[src/rtl/ctrl_pkg.sv]
// rtl/ctrl_pkg.sv - shared encodings for the multi-cycle RV32I control unit
package ctrl_pkg;

  // FSM states
  localparam logic [2:0] ST_FETCH  = 3'd0;
  localparam logic [2:0] ST_DECODE = 3'd1;
  localparam logic [2:0] ST_EXEC   = 3'd2;
  localparam logic [2:0] ST_MEM    = 3'd3;
  localparam logic [2:0] ST_TRAP   = 3'd4;

  // ALU operations
  localparam logic [3:0] ALU_ADD  = 4'b0000;
  localparam logic [3:0] ALU_SUB  = 4'b0001;
  localparam logic [3:0] ALU_SLL  = 4'b0010;
  localparam logic [3:0] ALU_SLT  = 4'b0011;
  localparam logic [3:0] ALU_SLTU = 4'b0100;
  localparam logic [3:0] ALU_XOR  = 4'b0101;
  localparam logic [3:0] ALU_SRL  = 4'b0110;
  localparam logic [3:0] ALU_SRA  = 4'b0111;
  localparam logic [3:0] ALU_OR   = 4'b1000;
  localparam logic [3:0] ALU_AND  = 4'b1001;

  // Major opcodes
  localparam logic [6:0] OPC_LUI    = 7'b0110111;
  localparam logic [6:0] OPC_AUIPC  = 7'b0010111;
  localparam logic [6:0] OPC_JAL    = 7'b1101111;
  localparam logic [6:0] OPC_JALR   = 7'b1100111;
  localparam logic [6:0] OPC_BRANCH = 7'b1100011;
  localparam logic [6:0] OPC_LOAD   = 7'b0000011;
  localparam logic [6:0] OPC_STORE  = 7'b0100011;
  localparam logic [6:0] OPC_OP_IMM = 7'b0010011;
  localparam logic [6:0] OPC_OP     = 7'b0110011;

  // Write-back select
  localparam logic [1:0] WB_ALU = 2'd0;
  localparam logic [1:0] WB_MEM = 2'd1;
  localparam logic [1:0] WB_PC4 = 2'd2;
  localparam logic [1:0] WB_IMM = 2'd3;

  // PC select
  localparam logic [1:0] PC_PLUS4 = 2'd0;
  localparam logic [1:0] PC_ALU   = 2'd1;
  localparam logic [1:0] PC_IMM   = 2'd2;

  // Trap causes
  localparam logic [1:0] CAUSE_ILLEGAL = 2'd0;
  localparam logic [1:0] CAUSE_BUS     = 2'd1;
  localparam logic [1:0] CAUSE_ALIGN   = 2'd2;

  localparam logic [2:0] FMT_WORD = 3'b010;

  // funct3 -> ALU op for OP / OP-IMM; alt selects SUB/SRA
  function automatic logic [3:0] alu_from_funct3(input logic [2:0] funct3, input logic alt);
    logic [3:0] op;
    case (funct3)
      3'b000:  op = alt ? ALU_SUB : ALU_ADD;
      3'b001:  op = ALU_SLL;
      3'b010:  op = ALU_SLT;
      3'b011:  op = ALU_SLTU;
      3'b100:  op = ALU_XOR;
      3'b101:  op = alt ? ALU_SRA : ALU_SRL;
      3'b110:  op = ALU_OR;
      default: op = ALU_AND;
    endcase
    return op;
  endfunction

endpackage

[src/rtl/ctrl_dec.sv]
// rtl/ctrl_dec.sv - combinational RV32I opcode/funct decode and legality check
// Ports:
//   instr       in  32  instruction register contents
//   alu_op      out 4   ALU operation
//   op_a_sel    out 1   0 rs1, 1 pc
//   op_b_sel    out 1   0 rs2, 1 imm
//   wb_sel      out 2   write-back source for register-writing classes
//   pc_sel      out 2   next-PC source for non-branch register-writing classes
//   is_branch   out 1   conditional branch
//   is_load     out 1   load
//   is_store    out 1   store
//   br_on_zero  out 1   branch taken when ALU zero flag is 1 (else when 0)
//   illegal     out 1   not a legal RV32I instruction
module ctrl_dec
  import ctrl_pkg::*;
(
  input  logic [31:0] instr,
  output logic [3:0]  alu_op,
  output logic        op_a_sel,
  output logic        op_b_sel,
  output logic [1:0]  wb_sel,
  output logic [1:0]  pc_sel,
  output logic        is_branch,
  output logic        is_load,
  output logic        is_store,
  output logic        br_on_zero,
  output logic        illegal
);

  logic [6:0] opcode;
  logic [2:0] funct3;
  logic [6:0] funct7;
  logic       unused_fields;

  assign opcode = instr[6:0];
  assign funct3 = instr[14:12];
  assign funct7 = instr[31:25];
  // Register/immediate fields do not affect control.
  assign unused_fields = ^{instr[24:15], instr[11:7]};

  always_comb begin
    alu_op     = ALU_ADD;
    op_a_sel   = 1'b0;
    op_b_sel   = 1'b0;
    wb_sel     = WB_ALU;
    pc_sel     = PC_PLUS4;
    is_branch  = 1'b0;
    is_load    = 1'b0;
    is_store   = 1'b0;
    br_on_zero = 1'b0;
    illegal    = 1'b0;
    case (opcode)
      OPC_OP: begin
        alu_op = alu_from_funct3(funct3, funct7[5]);
        if (funct7 != 7'h00 &&
            !(funct7 == 7'h20 && (funct3 == 3'b000 || funct3 == 3'b101)))
          illegal = 1'b1;
      end
      OPC_OP_IMM: begin
        op_b_sel = 1'b1;
        // Only shifts borrow funct7; for the rest those bits are immediate.
        alu_op = alu_from_funct3(funct3, funct3 == 3'b101 && funct7[5]);
        if (funct3 == 3'b001 && funct7 != 7'h00)
          illegal = 1'b1;
        if (funct3 == 3'b101 && funct7 != 7'h00 && funct7 != 7'h20)
          illegal = 1'b1;
      end
      OPC_LUI: begin
        op_b_sel = 1'b1;
        wb_sel   = WB_IMM;
      end
      OPC_AUIPC: begin
        op_a_sel = 1'b1;
        op_b_sel = 1'b1;
      end
      OPC_JAL: begin
        op_a_sel = 1'b1;
        op_b_sel = 1'b1;
        wb_sel   = WB_PC4;
        pc_sel   = PC_IMM;
      end
      OPC_JALR: begin
        op_b_sel = 1'b1;
        wb_sel   = WB_PC4;
        pc_sel   = PC_ALU;
        illegal  = (funct3 != 3'b000);
      end
      OPC_BRANCH: begin
        is_branch = 1'b1;
        case (funct3[2:1])
          2'b00:   alu_op = ALU_SUB;
          2'b10:   alu_op = ALU_SLT;
          2'b11:   alu_op = ALU_SLTU;
          default: illegal = 1'b1;
        endcase
        // BEQ/BGE/BGEU take on zero, BNE/BLT/BLTU on non-zero.
        br_on_zero = funct3[0] ~^ funct3[2];
      end
      OPC_LOAD: begin
        is_load  = 1'b1;
        op_b_sel = 1'b1;
        illegal  = (funct3 == 3'b011 || funct3 == 3'b110 || funct3 == 3'b111);
      end
      OPC_STORE: begin
        is_store = 1'b1;
        op_b_sel = 1'b1;
        illegal  = (funct3 > 3'b010);
      end
      default: illegal = 1'b1;
    endcase
  end

endmodule

[src/rtl/ctrl_mc.sv]
// rtl/ctrl_mc.sv - multi-cycle RV32I control FSM with bus timeout and trap handling
// Ports:
//   i_clk, i_rst          clock, synchronous active-high reset
//   i_instr[31:0]         instruction register (valid from DECODE)
//   i_alu_zf              ALU zero flag
//   i_addr_lo[1:0]        effective address low bits
//   i_bus_ack, i_bus_err  bus handshake; error only meaningful with ack
//   o_alu_op_a_sel, o_alu_op_b_sel, o_alu_op[3:0]   ALU controls
//   o_reg_w_en, o_reg_wb_sel[1:0]                   register write-back
//   o_bus_fmt[2:0], o_bus_ifetch, o_bus_r_en, o_bus_w_en   bus request
//   o_ir_w_en, o_pc_w_en, o_pc_sel[1:0]             IR/PC update
//   o_trap, o_trap_cause[1:0]                       halted and why
module ctrl_mc
  import ctrl_pkg::*;
#(
  parameter int BUS_TIMEOUT = 16,
  parameter bit CHECK_ALIGN = 1'b1
) (
  input  logic        i_clk,
  input  logic        i_rst,
  input  logic [31:0] i_instr,
  input  logic        i_alu_zf,
  input  logic [1:0]  i_addr_lo,
  input  logic        i_bus_ack,
  input  logic        i_bus_err,
  output logic        o_alu_op_a_sel,
  output logic        o_alu_op_b_sel,
  output logic [3:0]  o_alu_op,
  output logic        o_reg_w_en,
  output logic [1:0]  o_reg_wb_sel,
  output logic [2:0]  o_bus_fmt,
  output logic        o_bus_ifetch,
  output logic        o_bus_r_en,
  output logic        o_bus_w_en,
  output logic        o_ir_w_en,
  output logic        o_pc_w_en,
  output logic [1:0]  o_pc_sel,
  output logic        o_trap,
  output logic [1:0]  o_trap_cause
);

  localparam logic [15:0] WAIT_LAST = 16'(BUS_TIMEOUT - 1);

  logic [2:0]  state, state_d;
  logic [1:0]  cause_q, cause_d;
  logic [15:0] wait_cnt;

  logic [3:0]  dec_alu_op;
  logic        dec_a_sel, dec_b_sel;
  logic [1:0]  dec_wb_sel, dec_pc_sel;
  logic        dec_branch, dec_load, dec_store, dec_br_on_zero, dec_illegal;

  logic [2:0]  funct3;
  logic        in_bus_state, bus_ok, bus_fail, timed_out, misaligned;

  ctrl_dec u_dec (
    .instr      (i_instr),
    .alu_op     (dec_alu_op),
    .op_a_sel   (dec_a_sel),
    .op_b_sel   (dec_b_sel),
    .wb_sel     (dec_wb_sel),
    .pc_sel     (dec_pc_sel),
    .is_branch  (dec_branch),
    .is_load    (dec_load),
    .is_store   (dec_store),
    .br_on_zero (dec_br_on_zero),
    .illegal    (dec_illegal)
  );

  assign funct3       = i_instr[14:12];
  assign in_bus_state = (state == ST_FETCH) || (state == ST_MEM);
  assign bus_ok       = i_bus_ack && !i_bus_err;
  assign bus_fail     = i_bus_ack && i_bus_err;
  // Fires on the BUS_TIMEOUT-th un-acked request cycle; an ack that cycle wins.
  assign timed_out    = (BUS_TIMEOUT != 0) && !i_bus_ack && (wait_cnt == WAIT_LAST);
  assign misaligned   = CHECK_ALIGN &&
                        ((funct3[1:0] == 2'b01 && i_addr_lo[0]) ||
                         (funct3[1:0] == 2'b10 && i_addr_lo != 2'b00));

  always_comb begin
    state_d = state;
    cause_d = cause_q;
    case (state)
      ST_FETCH: begin
        if (bus_ok) begin
          state_d = ST_DECODE;
        end else if (bus_fail || timed_out) begin
          state_d = ST_TRAP;
          cause_d = CAUSE_BUS;
        end
      end
      ST_DECODE: begin
        if (dec_illegal) begin
          state_d = ST_TRAP;
          cause_d = CAUSE_ILLEGAL;
        end else begin
          state_d = ST_EXEC;
        end
      end
      ST_EXEC: begin
        if (dec_load || dec_store) begin
          if (misaligned) begin
            state_d = ST_TRAP;
            cause_d = CAUSE_ALIGN;
          end else begin
            state_d = ST_MEM;
          end
        end else begin
          state_d = ST_FETCH;
        end
      end
      ST_MEM: begin
        if (bus_ok) begin
          state_d = ST_FETCH;
        end else if (bus_fail || timed_out) begin
          state_d = ST_TRAP;
          cause_d = CAUSE_BUS;
        end
      end
      ST_TRAP: state_d = ST_TRAP;
      default: state_d = ST_FETCH;
    endcase
  end

  always_ff @(posedge i_clk) begin
    if (i_rst) begin
      state    <= ST_FETCH;
      cause_q  <= CAUSE_ILLEGAL;
      wait_cnt <= '0;
    end else begin
      state   <= state_d;
      cause_q <= cause_d;
      // Outside FETCH/MEM or on ack the counter sits at zero, so each
      // new bus phase starts counting from zero.
      if (in_bus_state && !i_bus_ack && BUS_TIMEOUT != 0)
        wait_cnt <= wait_cnt + 16'd1;
      else
        wait_cnt <= '0;
    end
  end

  // Outputs are forced low while i_rst is high so that a pending bus
  // request drops in the reset cycle itself.
  always_comb begin
    o_alu_op_a_sel = 1'b0;
    o_alu_op_b_sel = 1'b0;
    o_alu_op       = ALU_ADD;
    o_reg_w_en     = 1'b0;
    o_reg_wb_sel   = WB_ALU;
    o_bus_fmt      = 3'b000;
    o_bus_ifetch   = 1'b0;
    o_bus_r_en     = 1'b0;
    o_bus_w_en     = 1'b0;
    o_ir_w_en      = 1'b0;
    o_pc_w_en      = 1'b0;
    o_pc_sel       = PC_PLUS4;
    o_trap         = 1'b0;
    o_trap_cause   = 2'b00;
    if (!i_rst) begin
      case (state)
        ST_FETCH: begin
          o_bus_r_en   = 1'b1;
          o_bus_ifetch = 1'b1;
          o_bus_fmt    = FMT_WORD;
          o_ir_w_en    = bus_ok;
        end
        ST_EXEC: begin
          o_alu_op_a_sel = dec_a_sel;
          o_alu_op_b_sel = dec_b_sel;
          o_alu_op       = dec_alu_op;
          if (dec_branch) begin
            o_pc_w_en = 1'b1;
            o_pc_sel  = (i_alu_zf == dec_br_on_zero) ? PC_IMM : PC_PLUS4;
          end else if (!dec_load && !dec_store) begin
            o_reg_w_en   = 1'b1;
            o_reg_wb_sel = dec_wb_sel;
            o_pc_w_en    = 1'b1;
            o_pc_sel     = dec_pc_sel;
          end
        end
        ST_MEM: begin
          o_alu_op_b_sel = 1'b1;
          o_bus_fmt      = funct3;
          o_bus_r_en     = dec_load;
          o_bus_w_en     = dec_store;
          o_reg_wb_sel   = dec_load ? WB_MEM : WB_ALU;
          o_reg_w_en     = dec_load && bus_ok;
          o_pc_w_en      = bus_ok;
        end
        ST_TRAP: begin
          o_trap       = 1'b1;
          o_trap_cause = cause_q;
        end
        default: ;
      endcase
    end
  end

endmodule

[config.mk]
export PLATFORM = sky130hd
export DESIGN_NAME = ctrl_mc
export DESIGN_NICKNAME = d
export VERILOG_FILES = /design/src/rtl/ctrl_pkg.sv /design/src/rtl/ctrl_dec.sv /design/src/rtl/ctrl_mc.sv
export SDC_FILE = /design/constraint.sdc
export NUM_CORES = 1
export LEC_CHECK = 0
export ABC_AREA = 1
export CAP_MARGIN = 10
export CORE_MARGIN = 10
export CORE_UTILIZATION = 50
export CTS_BUF_LIST = sky130_fd_sc_hd__clkbuf_4 sky130_fd_sc_hd__clkbuf_8
export CTS_CLUSTER_SIZE = 16
export DETAILED_ROUTE_END_ITERATION = 10
export PLACE_DENSITY = 0.95
export REMOVE_ABC_BUFFERS = 1
export SKIP_CTS_REPAIR_TIMING = 1
export SYNTH_ARGS = -nofsm -noshare
export SYNTH_HDL_FRONTEND = slang
export SYNTH_SLANG_ARGS = --single-unit
[constraint.sdc]
create_clock -name i_clk -period 2.87 [get_ports i_clk]
set_input_delay 0.574 -clock i_clk [delete_from_list [all_inputs] [get_ports i_clk]]
set_output_delay 0.574 -clock i_clk [all_outputs]
set_load 0.02 [all_outputs]
# Word level (Yosys, flattened, before mapping)

Index checks and enable logic that the tools add are counted.
Widths: inputs -> output; s select.

Flip-flop bits (word level): 21
Logic and storage cells: 152
Output and inout bits: 22
Input port bits: 39

Multiplexer cells: 71
Add/sub/neg operators: 1
Bitwise operators: 2
Equal/unequal tests: 33
Reduce and logical (&&, ||, !) cells: 41
$lt $le $gt $ge: 1

Operators by type and width:

| cell                  | number |
|---|---|
| $pmux 4 s7            | 2 |
| $mux 1                | 32 |
| $mux 2                | 15 |
| $eq 7x6->1 const B    | 4 |
| $eq 7x7->1 const B    | 3 |
| $mux 3                | 7 |
| $add 16x1->16 const B | 1 |
| $eq 16x4->1 const B   | 1 |
| $eq 3x3->1 const B    | 5 |
| $pmux 3 s5            | 1 |
| $eq 7x5->1 const B    | 2 |
| $logic_and 1x1->1     | 14 |
| $eq 3x2->1 const B    | 4 |
| $pmux 2 s2            | 3 |
| $pmux 4 s3            | 1 |
| $pmux 3 s3            | 1 |
| $mux 4                | 2 |
| $ne 2x2->1 const B    | 4 |
| $pmux 1 s2            | 4 |
| $reduce_or 2->1       | 4 |
| $eq 7x2->1 const B    | 1 |
| $logic_or 1x1->1      | 7 |
| $ne 7x6->1 const B    | 1 |
| $pmux 1 s7            | 1 |
| other kinds (19)      | 29 |

# Logic depth before layout (Yosys ltp)

Gate-level depths: netlist of the first run.

Word-level depth: 9
Gate-level depth with buffers: 14
Gate-level depth less buffers: 14

# Hierarchy

From an unflattened synthesis of the first run, not the netlist that was laid out.

Cells, all modules: 333
Area total of the unflattened synthesis: 1855.5 µm²

Modules (own cells, without submodules):

| module   | instances | area an instance (µm²) | cells an instance | seq. area each (µm²) |
|---|---|---|---|---|
| ctrl_mc  | 1         | 1387.6                 | 228               | 420.4 |
| ctrl_dec | 1         | 467.9                  | 105               | 0.0 |

# Worst setup path before layout of the first run

Ideal clock, no wire load.

Kind: input to output
Start: in i_instr[4]
End: out o_reg_wb_sel[1]
Slack: 725 ps
Data required time: 2296 ps
Arrival: 1571 ps
Path buffers: 0
Stages on the path: 7
Cells stage by stage: inv_1 > nand2_1 > nor2_1 > nand2_1 > nand2_1 > nor2_1 > nor3_1

Longest elaborated chain between the ends: 8
Elaborated cells between the ends (all ways): 18
Classes of those cells: 6 x eq/ne; 8 x mux; 4 x reduce/logical

RTL lines:

| element                                            | RTL line       | RTL |
|---|---|---|
| from (decl)                                        | ctrl_mc.sv:21  | `input logic [31:0] i_instr,` |
| branches (longest 5 deep; another with $eq 7x7->1) | --             |  |
| $mux 2 *                                           | ctrl_mc.sv:171 | `if (dec_branch) begin` |
| $pmux 2 s2 *                                       | ctrl_mc.sv:160 | `case (state)` |
| $mux 2 *                                           | ctrl_mc.sv:159 | `if (!i_rst) begin` |
| to (decl)                                          | ctrl_mc.sv:30  | `output logic [1:0] o_reg_wb_sel,` |

Mark *: on every way between the ends.

# Final worst setup path of the first run

Start: in i_rst
End: out o_bus_fmt[1]

Longest elaborated chain between the ends: 1

RTL lines:

| element     | RTL line       | RTL |
|---|---|---|
| from (decl) | ctrl_mc.sv:20  | `input logic i_rst,` |
| $mux 3      | ctrl_mc.sv:159 |  |
| to (decl)   | ctrl_mc.sv:31  | `output logic [2:0] o_bus_fmt,` |

Every way passes these cells.

==> results of run 1 <==
==> registers in the layout (all words and copies together) (netlist names) <==
name	cells
cause_q	2
wait_cnt	16
state	3
==> worst reg2reg max path, stage by stage (launching register included) <==
cell and delay (ns):
sky130_fd_sc_hd__dfxtp_1 0.39, sky130_fd_sc_hd__ha_1 0.18, sky130_fd_sc_hd__nand2_1 0.06, sky130_fd_sc_hd__inv_1 0.07, sky130_fd_sc_hd__nand2_1 0.13, sky130_fd_sc_hd__nor3_2 0.16, sky130_fd_sc_hd__nand2_1 0.12, sky130_fd_sc_hd__nor2_1 0.24
sky130_fd_sc_hd__nand3_1 0.14, sky130_fd_sc_hd__o21ai_0 0.17, sky130_fd_sc_hd__a21oi_1 0.05
==> metal layers <==
layer,share of wire [%],routed length (µm),up-vias,GRT usage [%]
li1,-,-,1136,-
met3,9.3,543,16,4.21
met4,2.5,144,0,5.73
met1,37,2190,1048,19.3
met5,0,0,-,0
met2,51,2990,127,32.3
==> Yosys cell counts <==
cell type | instances | area share [%]
sky130_fd_sc_hd__nor2_1 | 60 | 13
sky130_fd_sc_hd__nand2_1 | 57 | 13
sky130_fd_sc_hd__inv_1 | 41 | 9.1
sky130_fd_sc_hd__nand3_1 | 27 | 8.0
sky130_fd_sc_hd__dfxtp_1 | 21 | 25
sky130_fd_sc_hd__a21oi_1 | 18 | 5.4
sky130_fd_sc_hd__nor3_1 | 18 | 5.4
sky130_fd_sc_hd__o21ai_0 | 10 | 3.0
sky130_fd_sc_hd__inv_2 | 8 | 1.8
sky130_fd_sc_hd__nand4_1 | 8 | 3.0
sky130_fd_sc_hd__nand2_2 | 5 | 1.9
sky130_fd_sc_hd__nor4_1 | 4 | 1.5
sky130_fd_sc_hd__a31oi_1 | 2 | 0.74
sky130_fd_sc_hd__nor2_2 | 2 | 0.74
sky130_fd_sc_hd__nor2_4 | 2 | 1.3
sky130_fd_sc_hd__o211ai_1 | 2 | 0.89
sky130_fd_sc_hd__a211oi_1 | 1 | 0.45
sky130_fd_sc_hd__a31o_2 | 1 | 0.52
sky130_fd_sc_hd__buf_6 | 1 | 0.67
sky130_fd_sc_hd__clkbuf_1 | 1 | 0.22
sky130_fd_sc_hd__ha_1 | 1 | 0.74
sky130_fd_sc_hd__nand2_4 | 1 | 0.67
sky130_fd_sc_hd__nand3b_1 | 1 | 0.45
sky130_fd_sc_hd__nor3_2 | 1 | 0.59
sky130_fd_sc_hd__nor3_4 | 1 | 0.97
sky130_fd_sc_hd__o21a_1 | 1 | 0.45
sky130_fd_sc_hd__xor2_1 | 1 | 0.52
==> layout make-up <==
class | count | area [µm²] | share of cell area, %
Multi-Input combinational cell | 224 | 1070 | 41.9
Timing Repair Buffer | 85 | 793 | 31.1
Sequential cell | 21 | 420 | 16.5
Inverter | 49 | 184 | 7.21
Tap cell | 46 | 57.6 | 2.26
Clock buffer | 3 | 22.5 | 0.883
Clock inverter | 1 | 5.00 | 0.196
==> stage by stage <==
stage / setup TNS [ns] / instances / hold slack (ns)
after floorplan: 0 / 294 / 0.429
after global placement: -1.58 / 425 / 0.446
after detailed placement: -2.11 / 425 / 0.476
after CTS: -2.27 / 429 / 0.501
after global routing: 0 / 429 / 0.528
final: 0 / 429 / 0.490
==> power by group through the flow <==
stage	clock [W]	sequential (W)	combinational, W
final	0.000146	0.000306	0.000207
after global routing	0.000159	0.000307	0.000225
after CTS	0.000148	0.000306	0.000203
after detailed placement	0	0.000313	0.000202
after global placement	0	0.000312	0.000195
after floorplan	0	0.000311	0.0000938
==> placed cells by master, fill, tap and decap left out, drive strengths merged <==
cell           Yosys  final
a211oi             1      1
a21oi             18     18
a31o               1      1
a31oi              2      2
buf                1     40
clkbuf             1      3
clkdlybuf4s50      0     28
clkinv             0      1
dfxtp             21     21
dlymetal6s2s       0     17
ha                 1      1
inv               49     49
nand2             63     63
nand3             27     27
nand3b             1      1
nand4              8      8
nor2              64     64
nor3              20     20
nor4               4      4
o211ai             2      2
o21a               1      1
o21ai             10     10
xor2               1      1
==> logic make-up (layout without fill, tap and decap cells) <==
group	count (synthesis)	count (layout)	synth area share, %
simple gates	187	187	50.6
flops	21	21	25.0
compound gates	35	35	11.4
buf+inv	51	138	11.8
fa+ha+maj	1	1	0.743
xor+xnor	1	1	0.521
==> path summary, 6_finish.rpt <==
kind / from / to / slack [ns] / cells after the start
max reg2reg: wait_cnt[0] / wait_cnt[12] / 1.06 / 10
min reg2reg: wait_cnt[0] / wait_cnt[0] / 0.49 / 1
min: wait_cnt[0] / wait_cnt[0] / 0.49 / 1
max: i_rst / o_bus_fmt[1] / 0.09 / 6
==> results.txt, run 1 <==
The run finished with clean final reports. The switching power is 0.000212 W. The fraction of the core area covered by cells at the end of the flow came out at 77.7%. The height of the die came out at 78.0 µm. The share of layout cells above drive strength 1 came out at 17.5%.

The post-synthesis sequential element count is 21. The endpoint arrival time on the critical path came out at 2.21 ns. The critical path in this run is classified as in -> out. In this design, the largest share of critical-path delay is due to buffers and inverters. For this run, design rule violations remaining after detail routing come to 0. The count of cell types in the netlist is 27. The number of clock buffers added by TritonCTS is 3. In this run the worst path has a maximum fanout of 3. The minimum setup slack after placement came out at -0.303 ns. Clock skew on the completed layout was measured at 0.00998 ns. The initial DRC count is 218. After synthesis, flip-flops and latches occupy 25.0% of the total area.

The tool flagged a number of max-cap violations equal to 0. Setup repair after global routing left no endpoint under its margin. The maximum buffer depth of the clock tree is 2.

The standard-cell row count is 21. The total of fill cells in the finished design is 205. Net switching is 32.1% of the power. Per report_power, the combinational group accounts for 31.4% of the total. STA puts the critical path data required time at 2.30 ns. The total overflow reported by the global router came out at 0. Global routing used 17.6% of the available tracks. The clock period could shrink to 2.78 ns.

The area growth from synthesis to layout is 51.6%. The floorplan die area came out at 6090 µm². In the final routed layout, each cell accounts on average for 13.7 µm. The cell with the largest stage delay on the worst path is sky130_fd_sc_hd__clkdlybuf4s50_1. The worst setup path is launched from a primary input. The half-perimeter wire length after detailed placement is 4650 µm.

The critical path contains buffers and inverters numbering 3 combined. The count of final setup violators is 0. The slew at the pin with the worst max-slew slack is 0.360 ns.

The area of the mapped netlist came out at 1680 µm². Before antenna repair, the detailed router went through 7 iterations. After floorplanning, the core was sized to cover 3280 µm². The number of buffers inserted by port buffering is 45. The later pin in the worst-skew pair is clocked with a latency of 0.31 ns. The total number of vias is 2,327. 61 I/O pins were placed. The sequential power share is 46.4%. The library cell appearing most often on the critical path is sky130_fd_sc_hd__clkdlybuf4s50_1. The clock sink count came out at 21.

The area of all placed cells without fillers came out at 2550 µm². At the end of the flow, the number of nets in the layout was 424. The peak per-stage delay on the critical path came out at 0.64 ns. STA classifies the critical path endpoint as a primary output. The class of the tightest hold or removal check is reg -> reg.

The cell sitting at the root of the clock tree is a sky130_fd_sc_hd__clkbuf_4. The final number of hold-violating endpoints came out at 0. TritonCTS built the clock tree. The cell count after synthesis came out at 296. The total design power came out at 0.000659 W.

The internal cell power came out at 0.000448 W. In the routed layout, each cell is associated on average with a via count of 5.42. The first global-routing pass estimated 9310 µm of wire. The number of antenna violations at the first check in global routing came out at 0. The total wire length after detailed routing came out at 5870 µm. The post-layout worst setup margin came out at 0.0886 ns. Each instance of the synthesized netlist takes up on average 5.69 µm². Measured along the x axis, the die boundary spans 78.0 µm. The final weighted congestion in routability-driven placement is 0.942.

The effective utilization at floorplan is 51.2%. The number of diodes is 0. The number of slew-limit violations in the final report came out at 0. The highest attainable clock frequency came out at 0.360 GHz.

The via count of the first global-routing pass was 2,151. Entering global routing, the biggest net connects 13 pins. In this run the remaining antenna-violating nets after routing total 0. The static leakage is 1.41 nW. Traced cell by cell, the critical path runs through clkdlybuf4s50_1, nor2_1, buf_4, nand2_1, o21ai_0, clkdlybuf4s50_1.

Dividing total power by cell area gives a power density of 258 nW/µm². The power share of the clock group came out at 22.2%. The warning count from the yosys run came out at 0. Once placement finished, the instance area stood at 2480 µm². The final critical path takes up 96.9% of the cycle. In this run the tightest slew margin relative to its limit is 75.9%.

The clock-pin slew of the registers on the worst-case setup and hold paths is 0.13 ns. The maximum level of the CTS H-tree came out at 1. The maximum vdd ir drop is 0.216 mV.
(Power assumes the default switching activity.)
==> inputs of run 2 (changes only) <==
--- a/config.mk
+++ b/config.mk
@@ -12,6 +12,7 @@
 export CTS_BUF_LIST = sky130_fd_sc_hd__clkbuf_4 sky130_fd_sc_hd__clkbuf_8
 export CTS_CLUSTER_SIZE = 16
 export DETAILED_ROUTE_END_ITERATION = 10
+export GPL_ROUTABILITY_DRIVEN = 0
 export PLACE_DENSITY = 0.95
 export REMOVE_ABC_BUFFERS = 1
 export SKIP_CTS_REPAIR_TIMING = 1
==> results.txt, run 2 (synthesis gave the netlist of run 1 again) <==
Status: finished clean (unchanged). The power density over the cells is 261 nW/µm² (was 258 nW/µm²). The share of layout cells above drive strength 1 is 17.9% (was 17.5%). The clock sink count came out at 21 (unchanged). The most frequent standard cell in the layout excluding fill and tap cells is sky130_fd_sc_hd__nor2_1 (unchanged). The worst clock skew came out at 0.00434 ns (was 0.00998 ns).

The number of diodes is 0 (unchanged). The sum of routed wire segments on met1 came to 2320 µm (was 2190 µm). The highest attainable clock frequency came out at 0.360 GHz (about the same). The via density per instance is 5.30 (was 5.42). The clock period minus worst slack is 2.78 ns (about the same). The number of slew-limit violations in the final report is 0 (unchanged). The kind of critical path is in -> out (unchanged).

The element type at the critical path end was a primary output (unchanged). The met3 layer wire length in the routed design came out at 442 µm (was 543 µm). The standard-cell row count came out at 21 (unchanged).

The height of the die came out at 78.0 µm (unchanged). The first-pass GRT wire length is 9140 µm (was 9310 µm). The largest net degree at the start of global routing came out at 13 (unchanged). The half-perimeter wire length after detailed placement is 4650 µm (about the same). The total of max-cap violations was 0 (unchanged). The effective utilization at floorplan is 51.2% (unchanged). The clock-pin slew of the registers on the worst-case setup and hold paths is 0.12 ns (was 0.13 ns).

The number of buffers inserted by port buffering came out at 45 (unchanged). The flip-flop count of the largest register, all copies and words added came out at 16 (unchanged). The final hold slack came to 0.491 ns (was 0.490 ns).

The area inside the core boundary came out at 3280 µm² (unchanged). The initial DRC count is 167 (was 218). The highest metal layer with signal wires is met4 (unchanged). The slew at the pin with the worst max-slew slack came out at 0.377 ns (was 0.360 ns). The endpoint arrival time on the critical path is 2.20 ns (was 2.21 ns). The post-route fraction of the period consumed by the critical path is 96.8% (was 96.9%). The static leakage came out at 1.37 nW (was 1.41 nW).

The number of ports placed on the die boundary came out at 61 (unchanged). The count of antenna-violating nets left after detailed routing is 0 (unchanged). The length of routed met2 wiring came out at 2950 µm (was 2990 µm). The total overflow reported by the global router came out at 0 (unchanged). The via count of the first global-routing pass came to 2,166 (was 2,151). The count of final setup violators is 0 (unchanged). The cell total after placement came to 427 (was 425). The master cell of the clock root buffer is sky130_fd_sc_hd__clkbuf_4 (unchanged). The clock insertion delay at the later pin of the skew report came out at 0.31 ns (about the same). The maximum buffer depth of the clock tree was 2 (unchanged). The largest fanout on the critical path came out at 7 (was 3). The headroom to the max-slew limit is 74.7% (was 75.9%). The number of nets in the finished design is 426 (was 424). The total routing usage reported by global routing is 17.4% (was 17.6%). The class of the tightest hold or removal check is reg -> reg (unchanged). The total wire length after detailed routing is 5880 µm (was 5870 µm). The DRC violation count after routing came out at 0 (unchanged). The maximum vdd ir drop came out at 0.160 mV (was 0.216 mV). The register containing the most flip-flops in the final layout was wait_cnt (unchanged). The total number of vias came to 2,286 (was 2,327). The post-synthesis to final-layout area growth is 52.0% (was 51.6%). The startpoint type of the worst setup path is a primary input (unchanged). The TritonCTS clock tree is built (unchanged). The number of antenna violations at the first check in global routing came to 0 (unchanged). Largest registers: wait_cnt x16, state x3, cause_q x2 (unchanged). The routed length per placed instance is 13.6 µm (was 13.7 µm). The critical path required time came out at 2.30 ns (about the same). The detailed-routing iteration count for the pre-antenna-repair pass was 4 (was 7). The non-filler instance count after layout is 431 (was 429). The final number of hold-violating endpoints is 0 (unchanged).

The floorplan die area is 6090 µm² (unchanged). Commonest cells after routing, fill and taps aside: sky130_fd_sc_hd__nor2_1, sky130_fd_sc_hd__nand2_1, sky130_fd_sc_hd__buf_4 (was sky130_fd_sc_hd__nor2_1, sky130_fd_sc_hd__nand2_1, sky130_fd_sc_hd__inv_1). The maximum level of the CTS H-tree is 1 (unchanged). The number of buffers inserted during clock tree synthesis was 3 (unchanged). The die boundary width came out at 78.0 µm (unchanged).
## run 2: cell types whose count changed in the layout (fill, tap and decap cells not counted), sizes merged
| cell | delta |
|---|---|
| clkdlybuf4s50 | +3 |
| dlymetal6s2s | -3 |
| buf | +2 |
## run 2: layer usage
layer	up-vias	GRT usage, %
met5	-	0
met4	0	6.63
met3	19	3.42
met2	102	32.0
met1	1024	19.2
li1	1141	-
## run 2: report_power, final
part           internal, W  switching (W)  total [W]
registers         0.000300     0.00000671   0.000307
logic            0.0000988       0.000112   0.000211
clock network    0.0000521      0.0000970   0.000149
total             0.000451       0.000216   0.000667
## run 2: critical path: stages
cell and delay, ns:
sky130_fd_sc_hd__clkdlybuf4s50_1 0.45, sky130_fd_sc_hd__inv_1 0.11, sky130_fd_sc_hd__nand2_1 0.09, sky130_fd_sc_hd__nor2_4 0.17
sky130_fd_sc_hd__nand2_1 0.11, sky130_fd_sc_hd__nor3_1 0.24, sky130_fd_sc_hd__a211oi_1 0.08, sky130_fd_sc_hd__nor2_1 0.12
sky130_fd_sc_hd__dlymetal6s2s_1 0.26
## run 2: path summary, 6_finish.rpt
path | slack (ns) | depth (start not counted) | endpoint | start
worst max register to register | 0.99 | 10 | wait_cnt[14] | wait_cnt[0]
worst min-delay path | 0.49 | 1 | wait_cnt[0] | wait_cnt[0]
worst min register to register | 0.49 | 1 | wait_cnt[0] | wait_cnt[0]
worst max-delay path | 0.09 | 9 | o_alu_op[0] | i_instr[3]
## run 2: layout make-up
type	count	area, µm²
Fill cell	214	726
Multi-Input combinational cell	224	1070
Timing Repair Buffer	87	801
Sequential cell	21	420
Inverter	49	184
Tap cell	46	57.6
Clock inverter	1	5.00
Clock buffer	3	22.5
## run 2: per-stage QoR
stage	util, %	total power, W	instance area, µm²	setup slack [ns]	TNS (ns)
6_report	77.9	0.000667	2560	0.0916	0
3_5_place_dp	75.8	0.000520	2490	-0.267	-1.84
3_3_place_gp	75.8	0.000510	2490	-0.218	-1.69
2_1_floorplan	-	0.000405	1670	0.725	0
5_1_grt	77.9	0.000696	2560	-0.0333	-0.0333
4_1_cts	76.7	0.000663	2520	-0.289	-2.01
==> inputs of run 3 (changes only) <==
--- a/config.mk
+++ b/config.mk
@@ -16,6 +16,7 @@
 export PLACE_DENSITY = 0.95
 export REMOVE_ABC_BUFFERS = 1
 export SKIP_CTS_REPAIR_TIMING = 1
+export SLEW_MARGIN = 20
 export SYNTH_ARGS = -nofsm -noshare
 export SYNTH_HDL_FRONTEND = slang
 export SYNTH_SLANG_ARGS = --single-unit
==> results of run 3 <==
No change in the layout: final DEF, timing and power equal those of run 2.
